<file path="src/rtl/pulse_pkg.sv">
`default_nettype none
// ============================================================================
//  Module      : pulse_pkg
//  Description : Shared types and constants for the pulse scheduler slice:
//                the 32-bit AXI4-Stream bundle and the DAC sink FSM states.
//  Revision    : 1.0 - initial release
// ============================================================================
package pulse_pkg;

    // AXI4-Stream bundle produced by pulse_engine on m_axis.
    typedef struct packed {
        logic [31:0] tdata;
        logic        tvalid;
        logic        tlast;
    } axis32_t;

    // Prefixed so the names do not collide with the PREFILL threshold parameter.
    typedef enum logic [1:0] {
        S_IDLE    = 2'd0,
        S_PREFILL = 2'd1,
        S_PLAY    = 2'd2
    } dac_sink_state_e;

    localparam int DAC_SINK_DEPTH_DEFAULT = 16;

endpackage : pulse_pkg
`default_nettype wire

</file>
<file path="src/rtl/sample_fifo.sv">
`default_nettype none
// ============================================================================
//  Module      : sample_fifo
//  Description : Synchronous FIFO with a registered read port. Pointers carry
//                one extra wrap bit so full/empty come from an MSB compare.
//  Ports       : clk, rst_n (sync, active-low), flush (sync clear),
//                wr_en/wr_data (write, ignored when full),
//                rd_en (pop, ignored when empty), rd_data (updated on pop),
//                full, empty, level (entries held).
//  Revision    : 1.0 - initial release
// ============================================================================
module sample_fifo #(
    parameter int W     = 33,
    parameter int DEPTH = 16
) (
    input  logic                     clk,
    input  logic                     rst_n,
    input  logic                     flush,
    input  logic                     wr_en,
    input  logic [W-1:0]             wr_data,
    input  logic                     rd_en,
    output logic [W-1:0]             rd_data,
    output logic                     full,
    output logic                     empty,
    output logic [$clog2(DEPTH):0]   level
);
    localparam int AW = $clog2(DEPTH);

    logic [W-1:0] r_mem [DEPTH];
    logic [AW:0]  r_wptr;
    logic [AW:0]  r_rptr;
    logic         w_wr;
    logic         w_rd;

    assign full  = (r_wptr[AW] != r_rptr[AW]) && (r_wptr[AW-1:0] == r_rptr[AW-1:0]);
    assign empty = (r_wptr == r_rptr);
    assign level = r_wptr - r_rptr;

    // A full FIFO refuses the write even if a pop frees a slot this cycle.
    assign w_wr = wr_en && !full  && !flush;
    assign w_rd = rd_en && !empty && !flush;

    always_ff @(posedge clk) begin
        if (w_wr) begin
            r_mem[r_wptr[AW-1:0]] <= wr_data;
        end
    end

    always_ff @(posedge clk) begin
        if (!rst_n) begin
            r_wptr  <= '0;
            r_rptr  <= '0;
            rd_data <= '0;
        end else if (flush) begin
            r_wptr  <= '0;
            r_rptr  <= '0;
        end else begin
            if (w_wr) begin
                r_wptr <= r_wptr + 1'b1;
            end
            if (w_rd) begin
                r_rptr  <= r_rptr + 1'b1;
                rd_data <= r_mem[r_rptr[AW-1:0]];
            end
        end
    end

endmodule : sample_fifo
`default_nettype wire

</file>
<file path="src/rtl/axis_dac_sink.sv">
`default_nettype none
// ============================================================================
//  Module      : axis_dac_sink
//  Description : AXI4-Stream sample sink feeding the DAC. Buffers a pulse,
//                starts playback at a prefill level (or once a tlast is held),
//                then plays one sample every dac_div+1 cycles, flagging
//                underflow when the buffer runs dry mid-pulse.
//  Ports       : s_axis_* (sample input, tready = !full), dac_div (rate),
//                abort (flush to IDLE), clear_underflow, dac_data/dac_valid
//                (output strobe), busy, underflow, underflow_cnt, sample_cnt.
//  Revision    : 1.0 - initial release
// ============================================================================
module axis_dac_sink
    import pulse_pkg::*;
#(
    parameter int DATA_W  = 32,
    parameter int DEPTH   = DAC_SINK_DEPTH_DEFAULT,
    parameter int PREFILL = 4,
    parameter int DIV_W   = 8
) (
    input  logic              clk,
    input  logic              rst_n,
    input  logic [DATA_W-1:0] s_axis_tdata,
    input  logic              s_axis_tvalid,
    input  logic              s_axis_tlast,
    output logic              s_axis_tready,
    input  logic [DIV_W-1:0]  dac_div,
    input  logic              abort,
    input  logic              clear_underflow,
    output logic [DATA_W-1:0] dac_data,
    output logic              dac_valid,
    output logic              busy,
    output logic              underflow,
    output logic [15:0]       underflow_cnt,
    output logic [31:0]       sample_cnt
);
    localparam int LW = $clog2(DEPTH) + 1;
    localparam logic [LW-1:0] c_prefill_lvl = LW'(PREFILL);

    dac_sink_state_e r_state;
    dac_sink_state_e w_state_nxt;

    logic [DIV_W-1:0] r_div_q;
    logic [DIV_W-1:0] r_div_cnt;
    logic [LW-1:0]    r_last_pend;
    logic             r_dac_valid;
    logic             r_dac_sel;
    logic             r_underflow;
    logic [15:0]      r_ucnt;
    logic [31:0]      r_scnt;

    logic [DATA_W:0]  w_rd_data;
    logic [LW-1:0]    w_level;
    logic             w_full;
    logic             w_empty;
    logic             w_wr;
    logic             w_strobe;
    logic             w_pop;
    logic             w_underflow;
    logic             w_popped_last;
    logic             w_enter_prefill;
    logic             w_enter_play;
    logic             w_last_inc;

    sample_fifo #(
        .W     (DATA_W + 1),
        .DEPTH (DEPTH)
    ) u_fifo (
        .clk     (clk),
        .rst_n   (rst_n),
        .flush   (abort),
        .wr_en   (w_wr),
        .wr_data ({s_axis_tlast, s_axis_tdata}),
        .rd_en   (w_pop),
        .rd_data (w_rd_data),
        .full    (w_full),
        .empty   (w_empty),
        .level   (w_level)
    );

    assign s_axis_tready = !w_full;
    assign w_wr          = s_axis_tvalid && !w_full && !abort;
    assign w_last_inc    = w_wr && s_axis_tlast;

    // The FIFO read port is registered, so the tlast of a popped entry is seen
    // in the cycle after the pop, while its sample is on dac_data. That cycle
    // ends the pulse and must not start another pop.
    assign w_popped_last = r_dac_valid && r_dac_sel && w_rd_data[DATA_W];

    assign w_strobe    = (r_state == S_PLAY) && (r_div_cnt == '0) && !w_popped_last;
    assign w_pop       = w_strobe && !w_empty && !abort;
    assign w_underflow = w_strobe &&  w_empty && !abort;

    always_comb begin
        w_state_nxt = r_state;
        case (r_state)
            S_IDLE:    if (!w_empty) w_state_nxt = S_PREFILL;
            S_PREFILL: if ((w_level >= c_prefill_lvl) || (r_last_pend != '0)) w_state_nxt = S_PLAY;
            S_PLAY:    if (w_popped_last) w_state_nxt = S_IDLE;
            default:   w_state_nxt = S_IDLE;
        endcase
        if (abort) begin
            w_state_nxt = S_IDLE;
        end
    end

    assign w_enter_prefill = (r_state != S_PREFILL) && (w_state_nxt == S_PREFILL);
    assign w_enter_play    = (r_state != S_PLAY)    && (w_state_nxt == S_PLAY);

    always_ff @(posedge clk) begin
        if (!rst_n) begin
            r_state     <= S_IDLE;
            r_div_q     <= '0;
            r_div_cnt   <= '0;
            r_last_pend <= '0;
            r_dac_valid <= 1'b0;
            r_dac_sel   <= 1'b0;
            r_underflow <= 1'b0;
            r_ucnt      <= '0;
            r_scnt      <= '0;
        end else begin
            r_state <= w_state_nxt;

            if (abort) begin
                r_div_cnt   <= '0;
                r_last_pend <= '0;
                r_dac_valid <= 1'b0;
                r_dac_sel   <= 1'b0;
            end else begin
                case ({w_last_inc, w_popped_last})
                    2'b10:   r_last_pend <= r_last_pend + 1'b1;
                    2'b01:   r_last_pend <= r_last_pend - 1'b1;
                    default: r_last_pend <= r_last_pend;
                endcase

                if (w_enter_play) begin
                    r_div_q   <= dac_div;
                    r_div_cnt <= '0;
                end else if (r_state == S_PLAY) begin
                    if (w_strobe) begin
                        r_div_cnt <= r_div_q;
                    end else if (r_div_cnt != '0) begin
                        r_div_cnt <= r_div_cnt - 1'b1;
                    end
                end

                r_dac_valid <= w_pop || w_underflow;

                // dac_data shows the FIFO read register after a pop and zero
                // after an underflow; it holds between strobes.
                if (w_pop) begin
                    r_dac_sel <= 1'b1;
                end else if (w_underflow) begin
                    r_dac_sel <= 1'b0;
                end

                if (w_enter_prefill) begin
                    r_scnt <= '0;
                end else if (w_pop) begin
                    r_scnt <= r_scnt + 1'b1;
                end
            end

            // Set has priority over clear.
            if (w_underflow) begin
                r_underflow <= 1'b1;
                if (r_ucnt != 16'hFFFF) begin
                    r_ucnt <= r_ucnt + 1'b1;
                end
            end else if (clear_underflow) begin
                r_underflow <= 1'b0;
            end
        end
    end

    assign dac_data      = r_dac_sel ? w_rd_data[DATA_W-1:0] : '0;
    assign dac_valid     = r_dac_valid;
    assign busy          = (r_state != S_IDLE);
    assign underflow     = r_underflow;
    assign underflow_cnt = r_ucnt;
    assign sample_cnt    = r_scnt;

endmodule : axis_dac_sink
`default_nettype wire

</file>
<file path="config.mk">
export PLATFORM = sky130hd
export DESIGN_NAME = axis_dac_sink
export DESIGN_NICKNAME = d
export VERILOG_FILES = /design/src/rtl/pulse_pkg.sv /design/src/rtl/sample_fifo.sv /design/src/rtl/axis_dac_sink.sv
export SDC_FILE = /design/constraint.sdc
export NUM_CORES = 1
export LEC_CHECK = 0
export CORE_MARGIN = 4
export CORE_UTILIZATION = 52
export DETAILED_ROUTE_END_ITERATION = 10
export PLACE_DENSITY = 0.7
export SLEW_MARGIN = 20
export SYNTH_ARGS = -nofsm -noshare
export SYNTH_HDL_FRONTEND = slang
export SYNTH_HIERARCHICAL = 1
export SYNTH_SLANG_ARGS = --single-unit
</file>
<file path="constraint.sdc">
create_clock -name clk -period 14.3 [get_ports clk]
set_input_delay 2.86 -clock clk [delete_from_list [all_inputs] [get_ports clk]]
set_output_delay 2.86 -clock clk [all_outputs]
set_load 0.03 [all_outputs]
</file>
* Word-level counts from Yosys, hierarchy flattened
Memories as Yosys holds them, arrays and structs flattened. A register that Yosys moved wholly into a read port is not among the register bits. Cells that the tools add are included.
Cells by class: $add $sub $neg 8, order comparisons 1, equality and inequality tests 12, mux-type cells 17, bitwise logic cells 2, reduce and logical (&&, ||, !) cells 42
Operator list (number):
- 32-bit two-way mux | 3
- 32-bit by 1-bit adder with 32-bit output, second input constant | 1
- 1-bit logical AND | 18
- 16-bit by 1-bit adder with 16-bit output, second input constant | 1
- 8-bit two-way mux | 2
- 16-bit inequality test, second input constant | 1
- 5-bit by 1-bit adder with 5-bit output, second input constant | 3
- 2-bit nonzero test | 6
- 5-bit case mux with 2 select lines | 1
- 2-bit AND reduction | 5
- 8-bit logical NOT | 1
- 2-bit two-way mux | 4
- 8-bit nonzero test | 1
- 8-bit by 1-bit subtractor with 8-bit output, second input constant | 1
- 2-bit by 1-bit equality test with 1-bit output, second input constant | 3
- 2-bit equality test, second input constant | 3
- 1-bit two-way mux | 6
- 2-bit case mux with 3 select lines | 1
- 5-bit equality test | 1
- 5-bit by 3-bit >= comparator with 1-bit output, second input constant | 1
- 1-bit logical NOT | 5
- 5-bit nonzero test | 1
- 5-bit by 1-bit subtractor with 5-bit output, second input constant | 1
- 5-bit subtractor | 1
- 9 further kinds | 11
Word-level totals: register bits after elaboration 84, RAM bits 528, bits of input ports 46, output and inout bits 84, word-level logic and storage cells 94, memories 1
Memories:
- u_fifo.r_mem | depth 16, bits a word 33, read ports 1, clocked after Yosys merged registers in 1, write ports 1, RTL line sample_fifo.sv:29 | logic [W-1:0] r_mem [DEPTH];

* Depth between registers and ports, before layout
depth after elaboration 10, depth in mapped cells 16, depth with buffers taken out 14

* Hierarchy
The synthesis kept the hierarchy.
Modules (own cells, without submodules):
- sample_fifo | times used 1, cells each 1129, area an instance 21923.5 um2, sequential area each 16716.0 um2
- axis_dac_sink | times used 1, cells each 486, area an instance 4011.3 um2, sequential area each 1481.4 um2

* Least setup slack after synthesis
OpenSTA, ideal clock, no wires.
kind input -> register, start point input port abort, end point memory u_fifo.r_mem[2][0] (enable), setup time 0.464 ns, arrival time 6.301 ns, data required time 13.836 ns, path slack 7.534 ns, stages 6, buffers on the path 1, cells stage by stage clkbuf_1 -> nor3b_1 -> inv_1 -> a211oi_1 -> nand2_1 -> nor3_1
On the way: word-level cells in the longest chain between the ends 6
Ends and longest elaborated chain:
- start, declared | RTL line axis_dac_sink.sv:28 | input logic abort,
- 1-bit logical NOT | RTL line axis_dac_sink.sv:82 | assign w_wr = s_axis_tvalid && !w_full && !abort;
- 1-bit logical AND | RTL line axis_dac_sink.sv:82
- via w_wr | RTL line axis_dac_sink.sv:56 | logic w_wr;
- 1-bit logical AND (2 in a row) | RTL line sample_fifo.sv:40 | assign w_wr = wr_en && !full && !flush;
- 1-bit two-way mux | RTL line sample_fifo.sv:44 | if (w_wr) begin
- 1-bit two-way mux (implied by the code) | RTL line sample_fifo.sv:45 | r_mem[r_wptr[AW-1:0]] <= wr_data;
- end, declared | RTL line sample_fifo.sv:29
The timed path passes the listed nets, and every way through them passes these cells.

* Final worst setup path
start point register u_fifo.r_rptr[2], end point output port s_axis_tready
On the way: word-level cells in the longest chain between the ends 3
Ends and longest elaborated chain:
- start, declared | RTL line sample_fifo.sv:31 | logic [AW:0] r_rptr;
- start signal, assigned | RTL line sample_fifo.sv:62 | r_rptr <= r_rptr + 1'b1;
- 4-bit equality test | RTL line sample_fifo.sv:35 | assign full = (r_wptr[AW] != r_rptr[AW]) && (r_wptr[AW-1:0] == r_rptr[AW-1:0]);
- 1-bit logical AND | RTL line sample_fifo.sv:35
- via w_full | RTL line axis_dac_sink.sv:54 | logic w_full;
- 1-bit logical NOT | RTL line axis_dac_sink.sv:81 | assign s_axis_tready = !w_full;
- end, declared | RTL line axis_dac_sink.sv:26 | output logic s_axis_tready,
The timed path passes the listed nets, and every way through them passes these cells.

==> results.md <==
* Status: complete, no violations
* Slowest stage delay, CP at 760 ps
* Largest net degree at the start of global routing at 67
* Most common cell on crit path: inv_1
* Total grt overflow at 0
* Syn Area/Cell at around 16 um^2
* Period minus WS final at roughly 6000 ps
* Critical-path cell list: inv_1 -> ha_1 -> nand4_1 -> nor2_1 -> inv_1 -> clkdlybuf4s50_1
* Fill count at 3535
* Buf+Inv Stages, Crit Path at 3
* Post-DP HPWL at around 32000 um
* Diode count at 0
* Max transition margin at 0.277
* Detail Route Antenna Nets at 0
* Share of post-route cells with drive strength above 1 at 0.147
* Leak at between 9 and 10 nW
* IO Pins at 130
* Port Buffers at roughly 130
* Maximum vdd ir drop at 0.134 mV
* Root Buffer: clkbuf_16
* Max-cap check violation count at 0
* Setup crit start kind: flop
* GR Util All Layers at 0.208
* Area grow syn2layout at 16.7%
* Die height at about 230 um
* WP data required at roughly 11000 ps
* Synth Instances at ~1600
* GPL Wtd Cong at between 0.8 and 0.9
* Die Wd at between 200 and 250 um
* Routed WL at 55700 um
* Final Non-Filler Cells at ~2500
* First-pass GRT wire length at around 87000 um
* DR WL/cell at around 23 um
* Netlist Area Pre-Place at between 20000 and 30000 um^2
* Placed cells at ~2300
* CORE AREA at roughly 50000 um^2
* CP endpoint kind: output pin
* FMAX at roughly 170 MHz
* Hold Fails Final Rpt at 0
* CTS tree: built
* Number of global-route vias before repair at between 10000 and 15000
* Crit path kind: flop to output pin
* Starting Density at 0.528
* Worst skew pair latency at around 600 ps
* Clock transition at path regs at approximately 50 ps
* Die area at 53500 um^2
* Power, Total at between 3 and 4 mW
* Drt drc at 0
* Multi-input gate area at between 7000 and 8000 um^2
* Initial antenna violation count at 0
* Worst Path Arrival at around 3100 ps
* Vias per inst at 5.92
* HP Class: flop to flop
* Worst-margin pin slew at between 1000 and 1500 ps
* Setup TNS Final at 0 ps
* Final Cycle Share at 0.420
* Final #Nets at ~1800
* Drt pass-1 iters at 5
* Hold-fix buffers, CTS at 0
* Num Clock Sinks at approximately 650
* Yosys warnings at 6
* Htree depth at 3
* Post-CTS setup buffers at 0
* Clk buf depth at 3
* CTS Buf Count at 67
* CP max-delay cell: dfxtp_4
* # setup viols final at 0
* CP max FO at 42
* Register Area at between 15000 and 20000 um^2
* Drt initial violations at between 1000 and 1500
* Clock skew at approximately 27 ps
* P per Cell Area at 127 nW/um^2
* Max Slew Vio Count at 0
* Post-cts repair resize count at 0
* Cell row count at 81
* Kind of cell adding the most delay to the critical path: buffers and inverters
* Unrepaired setup endpoints after global routing: false
* Mapped Nets at 1679
* Via count at 14600
## layer usage
metal | wire length, um | GRT usage | vias to the layer above
met4 | 1020 | 0.0507 | 0
met5 | 0 | 0 | -
met1 | 23700 | 0.288 | 7462
met3 | 3270 | 0.0377 | 78
li1 | - | - | 6637
met2 | 27700 | 0.346 | 471
## power breakdown
group / switching, mW / leakage, nW / internal, mW
logic: 0.0382 / 2.56 / 0.0177
registers: 0.00135 / 5.69 / 2.03
clock network: 0.696 / 1.09 / 1.06
total: 0.736 / 9.35 / 3.11
## worst reg2reg max path: cells and delay by family (launching register included)
kind                     cells  cell delay (ps)
AND/OR/NAND/NOR              5             1720
buffers and inverters        3              840
flip-flops                   1              730
AO/OA/AOI/OAI                1              520
adder cells (fa/ha/maj)      1              370
## final timing paths
path / start / endpoint / slack, ps / depth (start not counted)
worst min register to register: sample_cnt[31] / sample_cnt[31] / 490 / 2
worst min-delay path: sample_cnt[31] / sample_cnt[31] / 490 / 2
worst max register to register: u_fifo/r_rptr[1] / u_fifo/r_mem[6][8] / 9750 / 10
worst max-delay path: u_fifo/r_rptr[2] / s_axis_tready / 8300 / 6
## flip-flops by register name, summed over array words and instances, names as in the netlist
name,count
u_fifo/r_mem,528
u_fifo/rd_data,33
sample_cnt,32
underflow_cnt,16
r_div_cnt,8
r_div_q,8
r_last_pend,5
u_fifo/r_rptr,5
u_fifo/r_wptr,5
r_state,2
dac_valid,1
r_dac_sel,1
underflow,1
## cell type report
| cell class | count | area share |
|---|---|---|
| Clock buffer | 103 | 0.0646 |
| Clock inverter | 19 | 0.00951 |
| Inverter | 24 | 0.00298 |
| Multi-Input combinational cell | 857 | 0.241 |
| Sequential cell | 645 | 0.602 |
| Tap cell | 664 | 0.0274 |
| Timing Repair Buffer | 161 | 0.0527 |
## cell usage in the layout (no fill, tap or decap), types with 13 or more instances in the layout
| cell type | count |
|---|---|
| nand3_1 | 21 |
| dfxtp_1 | 114 |
| edfxtp_1 | 528 |
| mux4_2 | 67 |
| a31oi_1 | 35 |
| a211oi_1 | 37 |
| nor2_1 | 71 |
| clkdlybuf4s50_1 | 128 |
| buf_4 | 27 |
| nand2_1 | 70 |
| clkbuf_16 | 69 |
| nor2_4 | 13 |
| xor2_1 | 24 |
| o22ai_1 | 36 |
| inv_1 | 23 |
| ha_1 | 17 |
| mux2i_1 | 144 |
| o22ai_2 | 30 |
| clkbuf_1 | 24 |
| xnor2_1 | 14 |
| o21ai_0 | 53 |
| a21oi_1 | 30 |
| and2_1 | 36 |
## metrics by stage
stage | hold slack [ps] | area, um^2 | setup WS, ps | util
after floorplan | 448 | 25900 | 7530 | -
after global placement | 470 | 27900 | 7910 | 0.568
after detailed placement | 481 | 28000 | 7840 | 0.569
after CTS | 487 | 30200 | 8250 | 0.615
after global routing | 511 | 30300 | 8050 | 0.616
final | 487 | 30300 | 8300 | 0.616
Power figures use the tool's default switching activity.
